`config.mk`:
```
export PLATFORM = sky130hd
export DESIGN_NAME = rob_alloc_ctrl
export DESIGN_NICKNAME = d
export VERILOG_FILES = /design/src/rtl/rob_alloc_ctrl.sv
export SDC_FILE = /design/constraint.sdc
export NUM_CORES = 1
export LEC_CHECK = 0
export BUFFER_PORTS_ARGS = -buffer_cell sky130_fd_sc_hd__buf_4
export CAP_MARGIN = 20
export CELL_PAD_IN_SITES_DETAIL_PLACEMENT = 1
export CELL_PAD_IN_SITES_GLOBAL_PLACEMENT = 1
export CORE_MARGIN = 5
export CORE_UTILIZATION = 42
export CTS_CLUSTER_DIAMETER = 50
export DETAILED_ROUTE_END_ITERATION = 16
export GPL_ROUTABILITY_DRIVEN = 0
export HOLD_SLACK_MARGIN = 0.03
export PLACE_DENSITY = 0.91
export SYNTH_ARGS = -nofsm -noshare
export SYNTH_HDL_FRONTEND = slang
export SYNTH_SLANG_ARGS = --single-unit
```
`constraint.sdc`:
```
create_clock -name clock -period 5.9 [get_ports clock]
set_input_delay 0 -clock clock [delete_from_list [all_inputs] [get_ports clock]]
set_output_delay 0 -clock clock [all_outputs]
set_load 0.03 [all_outputs]
```
`src/rtl/rob_alloc_ctrl.sv`:
```
// ROB allocation controller: grants up to two in-order dispatch slots per cycle,
// owns the enqueue/dequeue pointers and occupancy, and rolls back on redirect flush.
module rob_alloc_ctrl #(
  parameter int ROB_SIZE_LOG = 6,
  parameter int CMT_WIDTH    = 2
) (
  input  logic                    clock,
  input  logic                    reset_n,
  input  logic                    instr0_valid,
  output logic                    instr0_ready,
  input  logic                    instr1_valid,
  output logic                    instr1_ready,
  input  logic                    to_issue_instr0_ready,
  input  logic                    to_issue_instr1_ready,
  output logic                    to_issue_instr0_valid,
  output logic                    to_issue_instr1_valid,
  output logic                    to_issue_instr0_robidx_flag,
  output logic [ROB_SIZE_LOG-1:0] to_issue_instr0_robidx,
  output logic                    to_issue_instr1_robidx_flag,
  output logic [ROB_SIZE_LOG-1:0] to_issue_instr1_robidx,
  input  logic [1:0]              commit_cnt,
  input  logic                    flush_valid,
  input  logic                    flush_robidx_flag,
  input  logic [ROB_SIZE_LOG-1:0] flush_robidx,
  output logic                    enq_robidx_flag,
  output logic [ROB_SIZE_LOG-1:0] enq_robidx,
  output logic                    deq_robidx_flag,
  output logic [ROB_SIZE_LOG-1:0] deq_robidx,
  output logic [ROB_SIZE_LOG:0]   counter,
  output logic                    rob_full,
  output logic                    rob_empty
);

  localparam int PW = ROB_SIZE_LOG + 1;
  localparam logic [PW-1:0] ROB_SIZE_P = PW'(1 << ROB_SIZE_LOG);

  logic [PW-1:0] enq_ptr_q, deq_ptr_q, cnt_q;
  logic [PW-1:0] enq_ptr_d, deq_ptr_d, cnt_d;
  logic [PW-1:0] free, enq_ptr_p1, flush_ptr, flush_dist;
  logic [PW-1:0] fire_sum, commit_ext;
  logic          fire0, fire1;
  logic          room_one, room_two;

  // Free space uses the registered counter only: same-cycle commits never open room.
  assign free     = ROB_SIZE_P - cnt_q;
  assign room_one = (free >= PW'(1));
  assign room_two = (free >= PW'(2));

  assign instr0_ready = reset_n & ~flush_valid & room_one & to_issue_instr0_ready;
  assign fire0        = instr0_valid & instr0_ready;
  assign instr1_ready = reset_n & ~flush_valid & fire0 & room_two & to_issue_instr1_ready;
  assign fire1        = instr1_valid & instr1_ready;

  assign to_issue_instr0_valid = fire0;
  assign to_issue_instr1_valid = fire1;

  // Pointer arithmetic wraps modulo 2*ROB_SIZE so the flag toggles on index wrap.
  assign enq_ptr_p1 = enq_ptr_q + PW'(1);

  assign {to_issue_instr0_robidx_flag, to_issue_instr0_robidx} = enq_ptr_q;
  assign {to_issue_instr1_robidx_flag, to_issue_instr1_robidx} = enq_ptr_p1;

  assign flush_ptr  = {flush_robidx_flag, flush_robidx};
  assign flush_dist = flush_ptr - deq_ptr_q;
  assign fire_sum   = PW'(fire0) + PW'(fire1);
  assign commit_ext = PW'(commit_cnt);

  always_comb begin
    deq_ptr_d = deq_ptr_q + commit_ext;
    enq_ptr_d = enq_ptr_q + fire_sum;
    cnt_d     = cnt_q + fire_sum - commit_ext;
    if (flush_valid) begin
      // The flushing instruction survives, so allocation resumes right after it.
      enq_ptr_d = flush_ptr + PW'(1);
      cnt_d     = enq_ptr_d - deq_ptr_d;
    end
  end

  always_ff @(posedge clock or negedge reset_n) begin
    if (!reset_n) begin
      enq_ptr_q <= '0;
      deq_ptr_q <= '0;
      cnt_q     <= '0;
    end else begin
      enq_ptr_q <= enq_ptr_d;
      deq_ptr_q <= deq_ptr_d;
      cnt_q     <= cnt_d;
    end
  end

  assign {enq_robidx_flag, enq_robidx} = enq_ptr_q;
  assign {deq_robidx_flag, deq_robidx} = deq_ptr_q;
  assign counter   = cnt_q;
  assign rob_full  = (cnt_q == ROB_SIZE_P);
  assign rob_empty = (cnt_q == '0);

  a_commit_le_count: assert property (@(posedge clock) disable iff (!reset_n)
    commit_ext <= cnt_q);

  a_commit_le_width: assert property (@(posedge clock) disable iff (!reset_n)
    commit_ext <= PW'(CMT_WIDTH));

  a_flush_in_window: assert property (@(posedge clock) disable iff (!reset_n)
    flush_valid |-> (flush_dist < cnt_q));

  a_count_bounded: assert property (@(posedge clock) disable iff (!reset_n)
    cnt_q <= ROB_SIZE_P);

  a_in_order_fire: assert property (@(posedge clock) disable iff (!reset_n)
    fire1 |-> fire0);

endmodule
```
==> results.toml, run 1 <==
[layout]
final_common_cell = "buf_4"
syn_to_final_growth_pct = 25.5
drive_above_1_share_pct = 25.7
n_antenna_cell = 0
finalNetCount = 317
mostFrequentLayoutCells = "buf_4 (56), ha_1 (26), xnor2_1 (21), dfrtp_1 (21), inv_1 (19)"
fin_util_pct = 55.1

[clock_network]
cts_buffers = 3
cts_sinks = 21
postCtsResizedCells = 0
cts_tree = "built"
root_buffer = "clkbuf_8"
htreeDepth = 1
clk_latency_ns = 0.27
ctsLongestPathBuffers = 2
post_cts_buffers = 0
cts_hold_buf = 3
clk_pin_slew_ns = 0.08

[global_route]
grt_pass1_vias = 1936
grt_pass1_wl_um = 9390
antenna_found_initial = 0
grt_max_degree = 23
grt_use_total_pct = 19.3
grt_overflow_total = 0

[yosys]
ys_warn_count = 0
syn_area_mm2 = 0.00195
synthDistinctLibCells = 38
syn_nets = 263
synth_top_area_share_pct = 26.9
ys_seq_elements = 21
synth.avg_cell_area_um2 = 9.03
yosysSeqAreaShare_pct = 26.9
synth_flop_cell = "dfrtp_1"
synthTopCellsByArea = "dfrtp_1 (27%), ha_1 (17%), xnor2_1 (9.4%)"
synthCells = 216
async_flop_share_pct = 100
synth_edf_count = 0
yosysTopAreaCell = "dfrtp_1"

[setup_path]
critPathSlowestCell = "dfrtp_1"
cp_common_cell = "ha_1"
worstPathArrival_ns = 4.58
cp_max_fo = 7
critPathRequiredTime_ns = 6.05
cpPeakStageDelay_ns = 0.52
r2r_cells = 18
crit_chain = "inv_1 > ha_1 > a211oi_2 > a21oi_1 > a2111oi_1 > a21oi_1 > and2_1 > ha_1 > inv_1 > ha_1 > inv_1 > ha_1 > fa_1 > a21oi_1 > o21bai_1 > a221oi_1 > xnor2_1 > mux2i_1"
start_kind = "register"
crit_path_end_kind = "register"
path_class = "reg -> reg"

[drt]
drt.antenna.violating_nets = 0
drc = 0
totalWireLength_um = 5750
avgViaCountPerCell = 5.38
dr.pass1.iters = 4
post_drt_wl_per_cell_um = 17.9
first_iter_violations = 83
via_count = 1726

[die]
rows = 24
die_w_um = 78.2
ios = 57
dieHeight_um = 78.2
dieArea_mm2 = 0.00611
start_util_pct = 43.9
core-area_mm2 = 0.00444

[sta]
setup_viol = 0
fin_crit_ns = 4.43
finalCritPeriodShare_pct = 75.0
tightest_slew_ns = 0.391
grt_setup_unrepaired = "false"
fin_setup_tns_ns = 0
final_hold_viol_count = 0
slew_violations = 0
fin_skew_ns = 0.0101
relSlewSlack_pct = 73.9
fmax_mhz = 226

[power]
p_leak_nw = 1.20
p_per_area_mw_per_mm2 = 546
power.total_mw = 1.34
ir_drop_mv = 0.232

[flow_run]
maxCapViolations = 0

[placement]
dp_hpwl_um = 4840
io_buffers = 56

[hold_path]
min_path_cells = 2
hold_path.class = "in -> reg"

[run_status]
status = "finished, final reports clean"
## worst paths after layout
path	from	end	slack [ns]
max in group asynchronous	reset_n	deq_ptr_q[6]$_DFF_PN0_	5.50
setup reg to reg	counter[4]$_DFF_PN0_	counter[6]$_DFF_PN0_	1.47
min in group asynchronous	reset_n	counter[3]$_DFF_PN0_	0.15
hold / removal	flush_valid	counter[5]$_DFF_PN0_	0.07
hold reg to reg	deq_ptr_q[5]$_DFF_PN0_	deq_ptr_q[5]$_DFF_PN0_	0.51
setup / recovery	counter[4]$_DFF_PN0_	counter[6]$_DFF_PN0_	1.47
## cells in the mapped netlist (2+ instances only)
master and n:
a31oi_1 3, mux2_2 2, and3_1 4, buf_4 7, and2_1 3, nand2_1 14
o21ai_0 9, inv_2 3, mux2i_1 2, xnor2_1 21, a21oi_1 12, nor3_1 2
inv_1 19, nor2_1 13, clkbuf_1 3, fa_1 5, o21ai_1 2, dfrtp_1 21
nand3_1 13, nand2b_1 4, o21bai_1 2, nor2b_1 2, a21o_1 2, xor2_1 9
ha_1 26
## cell families (layout without fill, tap and decap cells)
| kind of cell | after synthesis | count (layout) | share of synthesized area [%] |
|---|---|---|---|
| buffers and inverters | 32 | 85 | 7.50 |
| adders and majority gates | 31 | 31 | 21.8 |
| xor gates and xnor gates | 31 | 31 | 14.3 |
| DFF | 21 | 21 | 26.9 |
| AOI/OAI and AO/OA | 38 | 38 | 12.6 |
| and+or+nand+nor | 59 | 59 | 14.7 |
| muxes | 4 | 4 | 2.18 |
## routing by layer
layer / up-vias / global-route usage, % / routed length, um
li1: 831 / - / -
met2: 38 / 39.3 / 3230
met4: 0 / 6.64 / 92
met3: 8 / 1.49 / 170
met5: - / 0 / 0
met1: 849 / 20.4 / 2250
## cell type report
cell class	count	area, um^2
Clock buffer	4	45.0
Fill cell	538	2000
Inverter	22	82.6
Multi-Input combinational cell	163	1280
Sequential cell	21	526
Tap cell	52	65.1
Timing Repair Buffer	59	450
## report_power, final
group | internal (mW) | switching (mW) | total (mW)
clock network | 0.0482 | 0.0478 | 0.0960
registers | 0.203 | 0.0865 | 0.290
logic | 0.394 | 0.557 | 0.951
total | 0.645 | 0.691 | 1.34
## worst max-delay path: cells and delay by family (launching register included)
family / cells / cell delay (ns)
xor+xnor: 1 / 0.16
mux: 1 / 0.09
fa+ha+maj: 5 / 1.48
compound gates: 7 / 1.60
flops: 1 / 0.52
buf+inv: 3 / 0.25
simple gates: 1 / 0.20
## metrics by stage
| step | hold WS [ns] | area [um^2] | instances | worst slack (ns) |
|---|---|---|---|---|
| global placement | -0.0912 | 2370 | 314 | 1.87 |
| floorplan | -0.296 | 1950 | 216 | 1.34 |
| global route | 0.0982 | 2450 | 321 | 1.14 |
| finish | 0.0710 | 2450 | 321 | 1.47 |
| detailed placement | -0.0895 | 2370 | 314 | 1.55 |
| CTS | 0.0721 | 2450 | 321 | 1.50 |
## registers in the layout, indices dropped and copies added, names as in the netlist
signal	flops
counter	7
deq_ptr_q	7
enq_ptr_q	7
No activity file was read; power rests on OpenSTA's default activity.
==> inputs of run 2 (changes only) <==
--- a/config.mk
+++ b/config.mk
@@ -10,12 +10,12 @@
 export CELL_PAD_IN_SITES_DETAIL_PLACEMENT = 1
 export CELL_PAD_IN_SITES_GLOBAL_PLACEMENT = 1
 export CORE_MARGIN = 5
-export CORE_UTILIZATION = 42
+export CORE_UTILIZATION = 35
 export CTS_CLUSTER_DIAMETER = 50
 export DETAILED_ROUTE_END_ITERATION = 16
 export GPL_ROUTABILITY_DRIVEN = 0
 export HOLD_SLACK_MARGIN = 0.03
-export PLACE_DENSITY = 0.91
+export PLACE_DENSITY = 0.82
 export SYNTH_ARGS = -nofsm -noshare
 export SYNTH_HDL_FRONTEND = slang
 export SYNTH_SLANG_ARGS = --single-unit
==> constraint.sdc (replaced) <==
create_clock -name clock -period 4 [get_ports clock]
set_input_delay 0 -clock clock [delete_from_list [all_inputs] [get_ports clock]]
set_output_delay 0 -clock clock [all_outputs]
set_load 0.03 [all_outputs]
==> run 2 against run 1 <==
  * Core utilization is 7.9 points lower
  * Clock skew is 0.0060 ns lower
  * Worst hold slack worse by 0.0083 ns
  * Sequential cell count stayed put
  * Final cell count is 7.8% higher
  * Critical endpoint is now counter[5]$_DFF_PN0_
  * Fmax is 17% higher
  * Combinational power is 59% higher
  * First-iteration DRC count is 55% lower
==> results.toml, run 2 (synthesis gave the netlist of run 1 again) <==
[run_status]
status = "finished, final reports clean"

[sta]
fmax_mhz = 265
fin_crit_ns = 3.78
final_hold_viol_count = 0
tightest_slew_ns = 0.353
slew_violations = 0
relSlewSlack_pct = 76.2
setup_viol = 0
fin_skew_ns = 0.00415
finalCritPeriodShare_pct = 94.4

[drt]
first_iter_violations = 37
via_count = 1696
top_layer = "met4"
dr.pass1.iters = 4
post_drt_wl_per_cell_um = 15.5
drt.antenna.violating_nets = 0
dr_wl_met3_um = 238
met2_length_um = 2820
drc = 0
wl_met1_um = 2230
avgViaCountPerCell = 4.90
totalWireLength_um = 5350

[layout]
syn_to_final_growth_pct = 32.2
finish.instance_area_mm2 = 0.00258
drive_above_1_share_pct = 35.0
mostFrequentLayoutCells = "buf_4 (61), ha_1 (22), xnor2_1 (21)"
n_antenna_cell = 0
fin_util_pct = 47.1
final_common_cell = "buf_4"
finalNetCount = 322

[power]
p_int_mw = 1.02
clkPwrFrac_pct = 7.1
p_seq_share_pct = 20.3
ir_drop_mv = 0.242
power.total_mw = 2.08
p_per_area_mw_per_mm2 = 805
p_sw_mw = 1.06
p_sw_share_pct = 51.0
comb_power_share_pct = 72.6
p_leak_nw = 1.22

[die]
dieHeight_um = 84.7
start_util_pct = 35.6
rows = 27
die_w_um = 84.7
core-area_mm2 = 0.00547
ios = 57
dieArea_mm2 = 0.00717

[setup_path]
cp_top_family = "compound AO/OA/AOI/OAI gates"
timing.rr.start = "counter[5]$_DFF_PN0_"
worstReg2RegEnd = "counter[5]$_DFF_PN0_"
start_kind = "register"
crit_chain = "inv_1 > ha_2 > xor2_1 > nor3_1 > a31o_1 > a311oi_4 > and2_4 > ha_2 > inv_1 > fa_1 > inv_1 > ha_1 > a21o_1 > a21oi_1 > o21bai_1 > mux2i_1 > o211ai_1 > a21oi_1"
crit_buf_inv = 3
cpPeakStageDelay_ns = 0.48
ff2ff_setup_slack_ns = 0.22
worstPathArrival_ns = 3.93
cp_common_cell = "inv_1"
path_class = "reg -> reg"
cp_max_fo = 3
critPathSlowestCell = "fa_1"
critPathRequiredTime_ns = 4.15
r2r_cells = 18
crit_path_end_kind = "register"

[clock_network]
clk_pin_slew_ns = 0.09
cts_sinks = 21
ctsLongestPathBuffers = 2
cts_buffers = 3
htreeDepth = 1
clk_latency_ns = 0.27
root_buffer = "clkbuf_8"
cts_tree = "built"

[hold_path]
hp-start = "flush_robidx[5]"
hold_path.class = "in -> reg"
min_path_cells = 4
min_to = "enq_ptr_q[5]$_DFF_PN0_"

[placement]
dpl_cell_area_mm2 = 0.00244
dp_hpwl_um = 4300
io_buffers = 56

[global_route]
grt_pass1_wl_um = 8870
grt_pass1_vias = 1777
grt_overflow_total = 0
grt_max_degree = 23
antenna_found_initial = 0
grt_use_total_pct = 15.2

[flow_run]
maxCapViolations = 0
## run 2: final cells by class
class	count	area (um^2)
clock buffer	3	41.3
tap	72	90.1
timing repair buffer	64	488
clock inverter	1	5.00
fill	676	2890
sequential	21	532
multi-input combinational	163	1340
inverter	22	82.6
## run 2: through the flow
stage	hold WS [ns]	TNS, ns	setup slack [ns]	instances
floorplan	-0.296	0	0.00827	216
global placement	-0.0867	0	0.172	334
detailed placement	-0.0809	0	0.00217	334
CTS	0.0695	0	0.0165	341
global route	0.0755	-0.0605	-0.0605	346
finish	0.0627	0	0.223	346
## run 2: worst reg2reg max path, delay by kind of cell (launching register included)
kind / cells / cell delay, ns
adder cells (fa/ha/maj): 4 / 1.21
AND/OR/NAND/NOR: 2 / 0.27
AO/OA/AOI/OAI: 7 / 1.21
multiplexers: 1 / 0.12
XOR/XNOR: 1 / 0.16
buffers and inverters: 3 / 0.25
flip-flops: 1 / 0.43
## run 2: power by group through the flow
stage	Sequential [mW]	Combinational (mW)	Clock, mW
finish	0.421	1.51	0.148
global route	0.436	1.66	0.162
CTS	0.431	1.43	0.151
detailed placement	0.437	1.41	0
global placement	0.427	1.36	0
floorplan	0.568	0.868	0
## run 2: worst max-delay path by stage
stage	start	to	cells past startpoint
after CTS	counter[1]$_DFF_PN0_	counter[6]$_DFF_PN0_	19
after floorplan	counter[2]$_DFF_PN0_	counter[6]$_DFF_PN0_	17
after global routing	counter[3]$_DFF_PN0_	counter[6]$_DFF_PN0_	19
final	counter[5]$_DFF_PN0_	counter[5]$_DFF_PN0_	18
after global placement	counter[0]$_DFF_PN0_	counter[6]$_DFF_PN0_	19
after detailed placement	counter[1]$_DFF_PN0_	counter[6]$_DFF_PN0_	19
## run 2: per-layer routing
layer	global-route usage [%]	up-vias
met4	4.46	0
met5	0	-
li1	-	839
met1	17.4	817
met2	28.7	34
met3	2.26	6
## run 2: what timing repair did
item	4_1_cts	5_1_grt
setup buffers	0	5
endpoints found under the setup margin	1	4
resized for setup	1	9
endpoints found under the hold margin	23	0
pin swaps	0	2
hold buffers	3	0
==> inputs of run 3 (changes only) <==
--- a/config.mk
+++ b/config.mk
@@ -5,12 +5,13 @@
 export SDC_FILE = /design/constraint.sdc
 export NUM_CORES = 1
 export LEC_CHECK = 0
+export ABC_AREA = 1
 export BUFFER_PORTS_ARGS = -buffer_cell sky130_fd_sc_hd__buf_4
 export CAP_MARGIN = 20
 export CELL_PAD_IN_SITES_DETAIL_PLACEMENT = 1
 export CELL_PAD_IN_SITES_GLOBAL_PLACEMENT = 1
 export CORE_MARGIN = 5
-export CORE_UTILIZATION = 35
+export CORE_UTILIZATION = 34
 export CTS_CLUSTER_DIAMETER = 50
 export DETAILED_ROUTE_END_ITERATION = 16
 export GPL_ROUTABILITY_DRIVEN = 0
==> run 3 against run 2 <==
  * Critical path depth grew 7
  * Worst hold slack improved by 0.017 ns
  * Area after synthesis grew 7.1%
  * Design area is 3.4% higher
  * Final cell count grew 19%
  * Combinational power down 11%
  * Die area up 9.0%
  * Clock-buffer cell count grew 1
  * Sequential power down 3%
  * Critical endpoint is now counter[6]$_DFF_PN0_
  * Largest cell class unchanged
==> results.toml, run 3 <==
[clock_network]
cts_sinks = 21
htreeDepth = 1
ctsLongestPathBuffers = 2
root_buffer = "clkbuf_8"
clk_latency_ns = 0.27
cts_buffers = 3
clk_pin_slew_ns = 0.09
cts_tree = "built"

[die]
die_w_um = 88.4
dieArea_mm2 = 0.00781
start_util_pct = 35.1
ios = 57
rows = 28
dieHeight_um = 88.4
core-area_mm2 = 0.00596

[power]
clkPwrFrac_pct = 7.8
p_sw_share_pct = 53.6
ir_drop_mv = 0.346
p_leak_nw = 1.46
p_sw_mw = 1.03
comb_power_share_pct = 70.7
p_int_mw = 0.889
p_seq_share_pct = 21.4
power.total_mw = 1.91
p_per_area_mw_per_mm2 = 718

[setup_path]
cp_max_fo = 6
path_class = "reg -> reg"
worstPathArrival_ns = 3.76
start_kind = "register"
crit_path_end_kind = "register"
critPathRequiredTime_ns = 4.17

[yosys]
synthCells = 279
syn_area_mm2 = 0.00209
synth_flop_cell = "dfrtp_1"
synth_top_area_share_pct = 25.2
ys_seq_elements = 21
synthTopCellsByArea = "dfrtp_1 (25%), ha_1 (16%), nand2_1 (11%)"
yosysSeqAreaShare_pct = 25.2
syn_nets = 326
synth.avg_cell_area_um2 = 7.48
synthDistinctLibCells = 28
yosysMostFrequentCell = "nand2_1"
synth_edf_count = 0
ys_warn_count = 0
synthTopCellsByCount = "nand2_1 (62), inv_1 (52), ha_1 (26)"
yosysTopAreaCell = "dfrtp_1"
async_flop_share_pct = 100

[global_route]
grt_use_total_pct = 14.6
gr-usage-met3_pct = 2.51
grt_pass1_wl_um = 8960
grt_max_degree = 23
busiest_layer = "met2"
antenna_found_initial = 0
met1_usage_pct = 18.9
grt_overflow_total = 0
grt_use_met2_pct = 25.7
grt_pass1_vias = 1927

[layout]
drive_above_1_share_pct = 23.5
fin_cells = 411
n_antenna_cell = 0
syn_to_final_growth_pct = 27.7
mostFrequentLayoutCells = "nand2_1 (62), buf_4 (60), inv_1 (50)"
final_common_cell = "nand2_1"
finalNetCount = 384

[sta]
fin_skew_ns = 0.00477
slew_violations = 0
relSlewSlack_pct = 78.9
finalCritPeriodShare_pct = 89.8
setup_viol = 0
fin_crit_ns = 3.59
tightest_slew_ns = 0.317
grt_setup_unrepaired = "false"
fin_setup_tns_ns = 0
fmax_mhz = 278
final_hold_viol_count = 0
fin_ws_ns = 0.407
whs_ns = 0.0797

[drt]
avgViaCountPerCell = 4.67
drc = 0
first_iter_violations = 60
totalWireLength_um = 5650
drt.antenna.violating_nets = 0
post_drt_wl_per_cell_um = 13.8
dr.pass1.iters = 4
via_count = 1921

[flow_run]
maxCapViolations = 0

[placement]
io_buffers = 56
place_ws_ns = 0.173
dp_hpwl_um = 4630
placed_cells = 400

[hold_path]
hold_path.class = "in -> reg"

[run_status]
status = "finished, final reports clean"
run 3: power by group through the flow:
stage | clock [mW] | combinational [mW] | sequential, mW
after detailed placement | 0 | 1.33 | 0.418
final | 0.150 | 1.35 | 0.410
after CTS | 0.154 | 1.34 | 0.414
after floorplan | 0 | 0.799 | 0.553
after global routing | 0.162 | 1.53 | 0.427
after global placement | 0 | 1.29 | 0.413
run 3: layer usage:
layer	vias to the layer above	routed length [um]
met3	4	144
met4	0	36
li1	979	-
met5	-	0
met1	918	2540
met2	20	2930
run 3: cell type report:
cell class	count	area, um^2
inverters	52	198
repair buffers	64	490
well taps	75	93.8
flip-flops and latches	21	527
clock buffers	4	45.0
fillers	778	3290
multi-input cells	195	1310
run 3: cell families (layout without fill, tap and decap cells):
group | count (synthesis) | in the layout | share of synthesized area (%)
adder cells (fa/ha/maj) | 31 | 31 | 20.4
flip-flops | 21 | 21 | 25.2
AO/OA/AOI/OAI | 29 | 29 | 7.55
XOR/XNOR | 21 | 21 | 9.71
AND/OR/NAND/NOR | 114 | 114 | 24.1
buffers and inverters | 63 | 120 | 13.1
run 3: stage by stage:
| step | utilization [%] | instance area, um^2 |
|---|---|---|
| 2_1_floorplan | - | 2090 |
| 3_3_place_gp | 42.5 | 2530 |
| 3_5_place_dp | 42.5 | 2530 |
| 4_1_cts | 43.9 | 2620 |
| 5_1_grt | 44.8 | 2670 |
| 6_report | 44.8 | 2670 |
run 3: repair_timing:
item                                   CTS  global route
resized for setup                        0             9
endpoints found under the hold margin   24             0
buffers inserted                         0             3
hold buffers                             4             0
setup endpoints to repair                0             3
run 3: critical path, stage by stage (launching register included):
cell,delay [ns]
dfrtp_1,0.46
inv_1,0.11
ha_1,0.19
nand2_1,0.08
inv_1,0.07
nand2_1,0.05
nand2_1,0.10
nand2_1,0.07
nor2_1,0.11
nand2_1,0.07
nand3_2,0.07
nand3_2,0.10
nor3_4,0.24
ha_4,0.16
inv_1,0.05
fa_1,0.47
inv_1,0.07
fa_2,0.40
nand3_1,0.10
nand3_1,0.09
nand2_1,0.09
a21oi_1,0.08
nor2_1,0.08
nand2_1,0.06
nand3_1,0.08
nand2_1,0.05
run 3: final timing paths:
kind / start / endpoint / slack (ns) / cells after the start
min in group asynchronous: reset_n / enq_ptr_q[5]$_DFF_PN0_ / 0.17 / 2
max reg2reg: counter[2]$_DFF_PN0_ / counter[6]$_DFF_PN0_ / 0.41 / 25
min: flush_robidx[5] / enq_ptr_q[5]$_DFF_PN0_ / 0.08 / 4
max in group asynchronous: reset_n / counter[0]$_DFF_PN0_ / 3.56 / 2
max: counter[2]$_DFF_PN0_ / counter[6]$_DFF_PN0_ / 0.41 / 25
min reg2reg: deq_ptr_q[0]$_DFF_PN0_ / deq_ptr_q[0]$_DFF_PN0_ / 0.54 / 1
